$ cat config.mk
export PLATFORM = sky130hd
export DESIGN_NAME = ram_rmw_accum
export DESIGN_NICKNAME = d
export VERILOG_FILES = /design/src/rtl/ram_rmw_accum_pkg.sv /design/src/rtl/ram_rmw_accum_fwd.sv /design/src/rtl/ram_rmw_accum.sv
export SDC_FILE = /design/constraint.sdc
export NUM_CORES = 1
export LEC_CHECK = 0
export ABC_AREA = 0
export CORE_MARGIN = 2
export CORE_UTILIZATION = 40
export DETAILED_ROUTE_END_ITERATION = 10
export PLACE_DENSITY = 0.7
export SETUP_SLACK_MARGIN = 0.2
export SLEW_MARGIN = 40
export SYNTH_ARGS = -nofsm -noshare
export SYNTH_HDL_FRONTEND = slang
export SYNTH_SLANG_ARGS = --single-unit
$ cat constraint.sdc
create_clock -name clk -period 6.97 [get_ports clk]
set_input_delay 2.091 -clock clk [delete_from_list [all_inputs] [get_ports clk]]
set_output_delay 2.091 -clock clk [all_outputs]
set_load 0.01 [all_outputs]
$ cat src/rtl/ram_rmw_accum_pkg.sv
// Shared definitions for the BRAM read-modify-write accumulator.
// State encoding and the saturation constant (used when RMW_ACCUM_SAT_EN is defined).
package ram_rmw_accum_pkg;

    typedef enum logic [2:0] {
        S_CLEAR,
        S_RUN,
        S_DRAIN,
        S_DUMP_RD,
        S_DUMP_CAP,
        S_DUMP_OUT
    } state_e;

    localparam int unsigned MAX_WIDTH = 64;
    localparam logic [MAX_WIDTH-1:0] SAT_ONES = {MAX_WIDTH{1'b1}};

endpackage

$ cat src/rtl/ram_rmw_accum_fwd.sv
// Stage-B add datapath with write-back register and back-to-back forwarding.
// Define RMW_ACCUM_SAT_EN to saturate the sum instead of wrapping.
module rmw_accum_fwd
    import ram_rmw_accum_pkg::*;
#(
    parameter int unsigned WIDTH       = 32,
    parameter int unsigned ADDR_BITS   = 11,
    parameter int unsigned DELTA_WIDTH = 16
) (
    input  logic                   clk,
    input  logic                   rst,
    input  logic                   b_valid_i,
    input  logic [ADDR_BITS-1:0]   b_addr_i,
    input  logic [DELTA_WIDTH-1:0] b_delta_i,
    input  logic [WIDTH-1:0]       mem_r_data_i,
    output logic [WIDTH-1:0]       sum_o
);

    logic                 wb_valid_q;
    logic [ADDR_BITS-1:0] wb_addr_q;
    logic [WIDTH-1:0]     wb_data_q;
    logic                 fwd_hit;
    logic [WIDTH-1:0]     operand;

    // The previous cycle's write is not yet visible to the read issued alongside it.
    assign fwd_hit = wb_valid_q && (wb_addr_q == b_addr_i);
    assign operand = fwd_hit ? wb_data_q : mem_r_data_i;

`ifdef RMW_ACCUM_SAT_EN
    logic [WIDTH:0] raw;
    assign raw   = {1'b0, operand} + (WIDTH+1)'(b_delta_i);
    assign sum_o = raw[WIDTH] ? SAT_ONES[WIDTH-1:0] : raw[WIDTH-1:0];
`else
    assign sum_o = operand + WIDTH'(b_delta_i);
`endif

    always_ff @(posedge clk or posedge rst) begin
        if (rst) begin
            wb_valid_q <= 1'b0;
            wb_addr_q  <= '0;
            wb_data_q  <= '0;
        end else begin
            wb_valid_q <= b_valid_i;
            if (b_valid_i) begin
                wb_addr_q <= b_addr_i;
                wb_data_q <= sum_o;
            end
        end
    end

endmodule

$ cat src/rtl/ram_rmw_accum.sv
// Read-modify-write accumulator in front of a 1-cycle-latency BRAM, with clear and dump.
// Optional macro RMW_ACCUM_SAT_EN selects saturating instead of wrapping sums.
module ram_rmw_accum
    import ram_rmw_accum_pkg::*;
#(
    parameter int unsigned WIDTH       = 32,
    parameter int unsigned DEPTH       = 2048,
    parameter int unsigned ADDR_BITS   = 11,
    parameter int unsigned DELTA_WIDTH = 16
) (
    input  logic                   clk,
    input  logic                   rst,
    input  logic                   in_valid,
    output logic                   in_ready,
    input  logic [ADDR_BITS-1:0]   in_addr,
    input  logic [DELTA_WIDTH-1:0] in_delta,
    input  logic                   dump_start,
    output logic                   out_valid,
    input  logic                   out_ready,
    output logic [ADDR_BITS-1:0]   out_addr,
    output logic [WIDTH-1:0]       out_data,
    output logic                   out_last,
    output logic                   busy,
    output logic                   mem_we,
    output logic [ADDR_BITS-1:0]   mem_w_addr,
    output logic [WIDTH-1:0]       mem_w_data,
    output logic [ADDR_BITS-1:0]   mem_r_addr,
    input  logic [WIDTH-1:0]       mem_r_data
);

    localparam logic [ADDR_BITS-1:0] LAST_IDX = ADDR_BITS'(DEPTH - 1);

    state_e                 state_q, state_d;
    logic [ADDR_BITS-1:0]   idx_q, idx_d;
    logic                   b_valid_q, b_valid_d;
    logic [ADDR_BITS-1:0]   b_addr_q, b_addr_d;
    logic [DELTA_WIDTH-1:0] b_delta_q, b_delta_d;
    logic                   out_valid_q, out_valid_d;
    logic [ADDR_BITS-1:0]   out_addr_q, out_addr_d;
    logic [WIDTH-1:0]       out_data_q, out_data_d;
    logic                   out_last_q, out_last_d;
    logic                   we;
    logic [WIDTH-1:0]       b_sum;

    rmw_accum_fwd #(
        .WIDTH       (WIDTH),
        .ADDR_BITS   (ADDR_BITS),
        .DELTA_WIDTH (DELTA_WIDTH)
    ) u_fwd (
        .clk          (clk),
        .rst          (rst),
        .b_valid_i    (b_valid_q),
        .b_addr_i     (b_addr_q),
        .b_delta_i    (b_delta_q),
        .mem_r_data_i (mem_r_data),
        .sum_o        (b_sum)
    );

    always_comb begin
        state_d     = state_q;
        idx_d       = idx_q;
        b_valid_d   = 1'b0;
        b_addr_d    = b_addr_q;
        b_delta_d   = b_delta_q;
        out_valid_d = out_valid_q;
        out_addr_d  = out_addr_q;
        out_data_d  = out_data_q;
        out_last_d  = out_last_q;
        in_ready    = 1'b0;
        we          = 1'b0;
        mem_w_addr  = '0;
        mem_w_data  = '0;
        mem_r_addr  = '0;

        if (b_valid_q) begin
            we         = 1'b1;
            mem_w_addr = b_addr_q;
            mem_w_data = b_sum;
        end

        unique case (state_q)
            S_CLEAR: begin
                we         = 1'b1;
                mem_w_addr = idx_q;
                mem_w_data = '0;
                if (idx_q == LAST_IDX) begin
                    idx_d   = '0;
                    state_d = S_RUN;
                end else begin
                    idx_d = idx_q + ADDR_BITS'(1);
                end
            end
            S_RUN: begin
                in_ready   = 1'b1;
                mem_r_addr = in_addr;
                if (in_valid) begin
                    b_valid_d = 1'b1;
                    b_addr_d  = in_addr;
                    b_delta_d = in_delta;
                end
                if (dump_start) state_d = S_DRAIN;
            end
            S_DRAIN: begin
                if (!b_valid_q) begin
                    idx_d   = '0;
                    state_d = S_DUMP_RD;
                end
            end
            S_DUMP_RD: begin
                mem_r_addr = idx_q;
                state_d    = S_DUMP_CAP;
            end
            S_DUMP_CAP: begin
                out_data_d  = mem_r_data;
                out_addr_d  = idx_q;
                out_last_d  = (idx_q == LAST_IDX);
                out_valid_d = 1'b1;
                state_d     = S_DUMP_OUT;
            end
            S_DUMP_OUT: begin
                if (out_ready) begin
                    out_valid_d = 1'b0;
                    out_last_d  = 1'b0;
                    if (out_last_q) begin
                        idx_d   = '0;
                        state_d = S_CLEAR;
                    end else begin
                        idx_d   = idx_q + ADDR_BITS'(1);
                        state_d = S_DUMP_RD;
                    end
                end
            end
            default: state_d = S_CLEAR;
        endcase
    end

    // Write enable is forced low while reset is held; CLEAR begins on release.
    assign mem_we    = we && !rst;
    assign busy      = (state_q != S_RUN);
    assign out_valid = out_valid_q;
    assign out_addr  = out_addr_q;
    assign out_data  = out_data_q;
    assign out_last  = out_last_q;

    always_ff @(posedge clk or posedge rst) begin
        if (rst) begin
            state_q     <= S_CLEAR;
            idx_q       <= '0;
            b_valid_q   <= 1'b0;
            b_addr_q    <= '0;
            b_delta_q   <= '0;
            out_valid_q <= 1'b0;
            out_addr_q  <= '0;
            out_data_q  <= '0;
            out_last_q  <= 1'b0;
        end else begin
            state_q     <= state_d;
            idx_q       <= idx_d;
            b_valid_q   <= b_valid_d;
            b_addr_q    <= b_addr_d;
            b_delta_q   <= b_delta_d;
            out_valid_q <= out_valid_d;
            out_addr_q  <= out_addr_d;
            out_data_q  <= out_data_d;
            out_last_q  <= out_last_d;
        end
    end

endmodule

==> reports/qor.yml, run 1 <==
worst_hold_path:
  hold_class: "register to register"
layout:
  final_common_cell: "clkdlybuf4s50_1"
  finalInstanceArea_mm2: 0.0110
  num-fill-cells: 1693
  synthToLayoutAreaGrowth_pct: 41.6
  nets: 1159
  antenna_cells: 0
  final_util_pct: 58.3
  drive_above_1_share_pct: 23.6
  final_cell_mix: "clkdlybuf4s50_1 (137), nand2_1 (132), dfrtp_1 (129), nor2_1 (84), buf_4 (78)"
yosys:
  synth-edff-count: 0
  netlist_instances: 852
  synth.cell_area_mm2: 0.00777
  yosysSeqAreaShare_pct: 42.2
  synth.avg_cell_area_um2: 9.12
  synth_seq_cells: 131
  yosysWarnings: 0
  synthArstFlopShare_pct: 100
  synth_cell_types: 59
  yosys_most_used_dff: "dfrtp_1"
  synth_nets: 934
grt:
  grt_max_degree: 102
  grt-ovfl-total: 0
  track_usage_pct: 22.1
  grt_pass1_vias: 7113
  antenna_found_initial: 0
  grt_pass1_wl_um: 35900
critical_path:
  r2r_end: "u_fwd.wb_data_q[30]"
  rr_startpoint: "b_addr_q[6]"
  crit_type: "primary input to primary output"
  crit_required_ns: 4.88
  crit_arrival_ns: 4.59
  startpoint_type: "primary input"
  worstPathMaxFanout: 5
  endpoint: "mem_w_data[28]"
  ff2ff_setup_slack_ns: 2.66
  endpoint_kind: "primary output"
  reg2reg_depth: 20
  startpoint: "mem_r_data[11]"
placed_design:
  dp_hpwl_um: 15200
  gp_congestion: 0.854
  place_ws_ns: -0.818
  port_buffers: 165
  placed_cell_area_mm2: 0.0101
sta:
  rsz0062_at_grt: "yes"
  hold_slack_ns: 0.482
  finalCritPeriodShare_pct: 95.9
  fin_crit_ns: 6.69
  setup_viol_count_final: 0
  fmax_mhz: 150
  relSlewSlack_pct: 47.2
  setup_tns_ns: 0
  finalHoldViolCount: 0
  worst_slack_ns: 0.284
  maxSlewViolCount: 0
  worstMarginPinSlew_ns: 0.788
  fin_skew_ns: 0.0155
cts:
  root_buffer: "clkbuf_16"
  clk_pin_slew_worst_paths_ns: 0.07
  clkSinkCount: 131
  cts_tree: "done"
  cts_buffers: 17
  postCtsHoldBufs: 0
  htree_num_levels: 4
  cts_max_path_buffers: 2
  worstSkewPairLatency_ns: 0.43
power_and_ir_drop:
  seq_power_share_pct: 42.2
  p_per_area_mw_per_mm2: 163
  switching_share_pct: 27.1
  p_sw_w: 0.000488
  comb_power_share_pct: 6.9
  power.leakage_nw: 5.07
  pwr-share-clk_pct: 50.8
  peakVddDrop_uv: 159
  internal_power_w: 0.00131
route:
  drt_wl_total_um: 22600
  drcViolationCount: 0
  drt_iter0_drc: 496
  drtAntennaViolNets: 0
  vias_per_cell: 5.32
  drt_pass1_iterations: 5
  vias: 7185
  detail_route.wl_per_cell_um: 16.7
run_status:
  outcome: "finished, final reports clean"
die:
  initial_core_util_pct: 41.1
  io_pins: 166
  design.die.area_mm2: 0.0206
  dieWidth_um: 143
  die_y_um: 143
  num_rows: 50
  core_area_mm2: 0.0189
flow_run:
  drv_cap: 0
how the worst min path moves through the flow:
stage / from / to / cells after the start
3_5_place_dp: u_fwd.wb_data_q[15] / u_fwd.wb_data_q[15] / 2
5_1_grt: u_fwd.wb_data_q[15] / u_fwd.wb_data_q[15] / 2
3_3_place_gp: out_valid / out_valid / 1
2_1_floorplan: b_valid_q / u_fwd.wb_valid_q / 0
4_1_cts: out_valid / out_valid / 1
6_report: u_fwd.wb_data_q[15] / u_fwd.wb_data_q[15] / 2
logic make-up (layout without fill, tap and decap cells):
logic type / after synthesis / after routing / synth area share, %
compound gates: 156 / 156 / 12.4
simple gates: 321 / 321 / 18.6
xor+xnor: 57 / 57 / 6.42
buf+inv: 73 / 311 / 3.69
mux: 96 / 96 / 13.7
fa+ha+maj: 18 / 18 / 2.99
flops: 131 / 131 / 42.2
cells in the mapped netlist (17+ instances only):
master,instances,share of area [%]
nand4_1,18,1.4
inv_1,31,1.5
clkbuf_1,32,1.5
nor2_1,89,4.3
nand3_1,20,1.3
nand2_1,134,6.5
dfrtp_1,131,42
ha_1,17,2.7
mux2i_1,18,2.3
o21ai_0,54,3.5
xnor2_1,42,4.7
mux2_2,76,11
a21oi_1,36,2.3
power groups by stage:
stage	sequential, W	clock [W]	combinational [W]
final	0.000760	0.000915	0.000125
after global routing	0.000760	0.000960	0.000137
after CTS	0.000760	0.000929	0.000122
after detailed placement	0.000775	0	0.000116
after global placement	0.000775	0	0.000115
after floorplan	0.000775	0	0.0000488
per-layer routing:
| layer | wire, um | global-route usage (%) | vias up |
|---|---|---|---|
| met1 | 10200 | 29.0 | 3488 |
| met2 | 10700 | 36.8 | 240 |
| met5 | 0 | 0 | - |
| met4 | 436 | 7.84 | 0 |
| met3 | 1260 | 3.97 | 44 |
| li1 | - | - | 3413 |
cell type report:
class / count / area, um2 / share of cell area [%]
Clock buffer: 17 / 425 / 3.86
Clock inverter: 15 / 174 / 1.58
Inverter: 31 / 124 / 1.13
Multi-Input combinational cell: 648 / 4470 / 40.6
Sequential cell: 131 / 3280 / 29.8
Tap cell: 260 / 325 / 2.95
Timing Repair Buffer: 248 / 2210 / 20.0
repair_timing:
| action | 4_1_cts | 5_1_grt |
|---|---|---|
| buffers inserted | 12 | 3 |
| gates resized for setup | 99 | 38 |
| pin swaps | 24 | 25 |
| gates cloned | 1 | 0 |
| endpoints found under the setup margin | 27 | 25 |
per-stage QoR:
stage	power, W	cells
final	0.00180	1350
after global routing	0.00186	1350
after floorplan	0.000823	852
after CTS	0.00181	1347
after global placement	0.000890	1302
after detailed placement	0.000891	1302
critical path, stage by stage:
cell             delay [ns]
clkdlybuf4s50_1        0.48
nand2_1                0.05
nand2_1                0.07
ha_1                   0.24
a21oi_2                0.18
o21ai_0                0.11
a21o_1                 0.20
a21o_4                 0.24
o21ai_4                0.20
buf_8                  0.19
nor3_4                 0.05
xnor2_2                0.15
a21oi_2                0.17
buf_2                  0.15
registers in the layout, indices dropped and copies added (netlist names):
name	flops
out_valid	1
b_addr_q	11
u_fwd.wb_addr_q	11
out_data	32
b_valid_q	1
u_fwd.wb_valid_q	1
u_fwd.wb_data_q	32
b_delta_q	16
state_q	3
out_addr	11
idx_q	11
out_last	1
(Power assumes the default switching activity.)
==> run 2: changes to the inputs <==
Settings changed: ABC_AREA 0 to not set, CELL_PAD_IN_SITES_DETAIL_PLACEMENT set to 0, CELL_PAD_IN_SITES_GLOBAL_PLACEMENT set to 1, CORE_UTILIZATION 40 to 39, PLACE_DENSITY 0.7 to 0.86.
==> run 2 against run 1 <==
Combinational power increased by 6%; worst hold slack improved by 0.0032 ns; first-iteration DRC count decreased by 4.0%; critical path type unchanged; largest power group unchanged.
==> reports/qor.yml, run 2 (synthesis gave the netlist of run 1 again) <==
sta:
  relSlewSlack_pct: 46.4  # -0.79 points
  hold_slack_ns: 0.485  # +0.00319 ns
  finalHoldViolCount: 0  # unchanged
  rsz0062_at_grt: "no"
  setup_viol_count_final: 0  # unchanged
  fin_skew_ns: 0.0107  # -0.00483 ns
  fmax_mhz: 150  # +0.16%
  fin_crit_ns: 6.68  # -0.0105 ns
  worstMarginPinSlew_ns: 0.804  # +0.0161 ns
  maxSlewViolCount: 0  # unchanged
  worst_slack_ns: 0.295  # +0.0105 ns
  finalCritPeriodShare_pct: 95.8  # -0.15 points
grt:
  grt-ovfl-total: 0  # unchanged
  track_usage_pct: 21.9  # -0.19 points
  grt_max_degree: 97  # -4.9%
  antenna_found_initial: 0  # unchanged
  grt_pass1_wl_um: 37500  # +4.6%
  grt_pass1_vias: 7166  # +0.75%
layout:
  final_common_cell: "clkdlybuf4s50_1"
  num-fill-cells: 1771  # +4.6%
  drive_above_1_share_pct: 24.4  # +0.83 points
  nets: 1163  # +0.35%
  multiInputGateArea_mm2: 0.00457  # +2.1%
  synthToLayoutAreaGrowth_pct: 43.9
  antenna_cells: 0  # unchanged
  final_cell_mix: "clkdlybuf4s50_1 (132), dfrtp_1 (129), nand2_1 (128), nor2_1 (85), buf_4 (82)"
  seq_area_mm2: 0.00328  # unchanged
cts:
  cts_buffers: 17  # unchanged
  root_buffer: "clkbuf_16"
  cts_tree: "done"
  htree_num_levels: 4  # unchanged
  clkSinkCount: 131  # unchanged
  worstSkewPairLatency_ns: 0.42  # about the same
  clk_pin_slew_worst_paths_ns: 0.06  # about the same
  cts_max_path_buffers: 2  # unchanged
worst_hold_path:
  hold_class: "register to register"
  min_path_cells: 2  # unchanged
  hold-path-endpoint: "u_fwd.wb_data_q[5]"
  hp-start: "u_fwd.wb_data_q[5]"
route:
  drcViolationCount: 0  # unchanged
  vias_per_cell: 5.27  # -1.0%
  drt_wl_total_um: 22900  # +1.4%
  drtAntennaViolNets: 0  # unchanged
  drt_iter0_drc: 476  # -4.0%
  vias: 7157  # -0.39%
  drt_pass1_iterations: 5  # unchanged
  detail_route.wl_per_cell_um: 16.8  # +0.69%
critical_path:
  crit_arrival_ns: 4.58  # about the same
  reg2reg_depth: 22  # +10%
  crit_required_ns: 4.88  # about the same
  crit_type: "primary input to primary output"
  worstPathMaxFanout: 2  # -3
  startpoint: "mem_r_data[3]"
  startpoint_type: "primary input"
  ff2ff_setup_slack_ns: 2.80  # +0.14 ns
  endpoint_kind: "primary output"
  r2r_end: "u_fwd.wb_data_q[13]"
  rr_startpoint: "u_fwd.wb_addr_q[5]"
die:
  io_pins: 166  # unchanged
  die_y_um: 145  # +1.2%
  dieWidth_um: 145  # +1.2%
  design.die.area_mm2: 0.0211  # +2.5%
  num_rows: 51  # +2.0%
  initial_core_util_pct: 39.8  # -1.3 points
  core_area_mm2: 0.0195  # +3.4%
run_status:
  outcome: "finished, final reports clean"
power_and_ir_drop:
  power.leakage_nw: 5.11  # +0.81%
  peakVddDrop_uv: 161  # +1.2%
  p_per_area_mw_per_mm2: 160  # -2.0%
placed_design:
  place_ws_ns: -0.787  # +0.0307 ns
  port_buffers: 165  # unchanged
  gp_congestion: 0.833  # -2.5%
  dp_hpwl_um: 15700  # +3.1%
flow_run:
  drv_cap: 0  # unchanged
run 2: report_power, final:
group / internal [W] / switching [W]
Sequential: 0.000760 / 0.000000129
Combinational: 0.0000684 / 0.0000642
Clock: 0.000512 / 0.000386
Total: 0.00134 / 0.000451
run 2: repair_timing:
action	in CTS	in global routing
pin swaps	12	25
buffers inserted	10	5
setup endpoints to repair	27	24
gates cloned	0	0
hold buffers	0	0
resized for setup	80	57
run 2: layout make-up:
class / count / share of cell area, %
Clock buffer: 18 / 3.93
Timing Repair Buffer: 252 / 20.5
Clock inverter: 14 / 1.28
Multi-Input combinational cell: 648 / 40.9
Inverter: 31 / 1.11
Sequential cell: 131 / 29.3
Tap cell: 265 / 2.96
run 2: through the flow:
stage | std cells | TNS, ns | utilization [%] | total power, W | instance area (um2)
6_report | 1359 | 0 | 57.3 | 0.00179 | 11200
5_1_grt | 1359 | 0 | 57.3 | 0.00185 | 11200
4_1_cts | 1354 | 0 | 55.9 | 0.00180 | 10900
3_5_place_dp | 1312 | -8.11 | 52.1 | 0.000894 | 10200
3_3_place_gp | 1312 | -7.20 | 52.1 | 0.000893 | 10200
2_1_floorplan | 852 | 0 | - | 0.000823 | 7770
run 2: critical path: stages:
cell	delay [ns]
clkdlybuf4s50_1	0.48
nand2_1	0.08
nand2_2	0.08
ha_4	0.21
o21ai_4	0.17
a21oi_4	0.06
o21ai_4	0.19
a21oi_4	0.11
buf_6	0.16
buf_6	0.11
o211ai_1	0.22
xor2_1	0.26
a21o_1	0.18
a21oi_2	0.04
buf_2	0.15
run 2: metal layers:
metal	track usage, %	share of wire (%)
met5	0	0
met4	5.10	1.0
met3	5.06	6.1
met2	36.3	48
met1	29.3	45
run 2: worst max path at each step:
stage                     cells after the start        endpoint
after floorplan                              14  mem_w_data[30]
after global placement                       16  mem_w_data[30]
after detailed placement                     16  mem_w_data[30]
after CTS                                    14  mem_w_data[30]
after global routing                         14  mem_w_data[30]
final                                        15  mem_w_data[28]
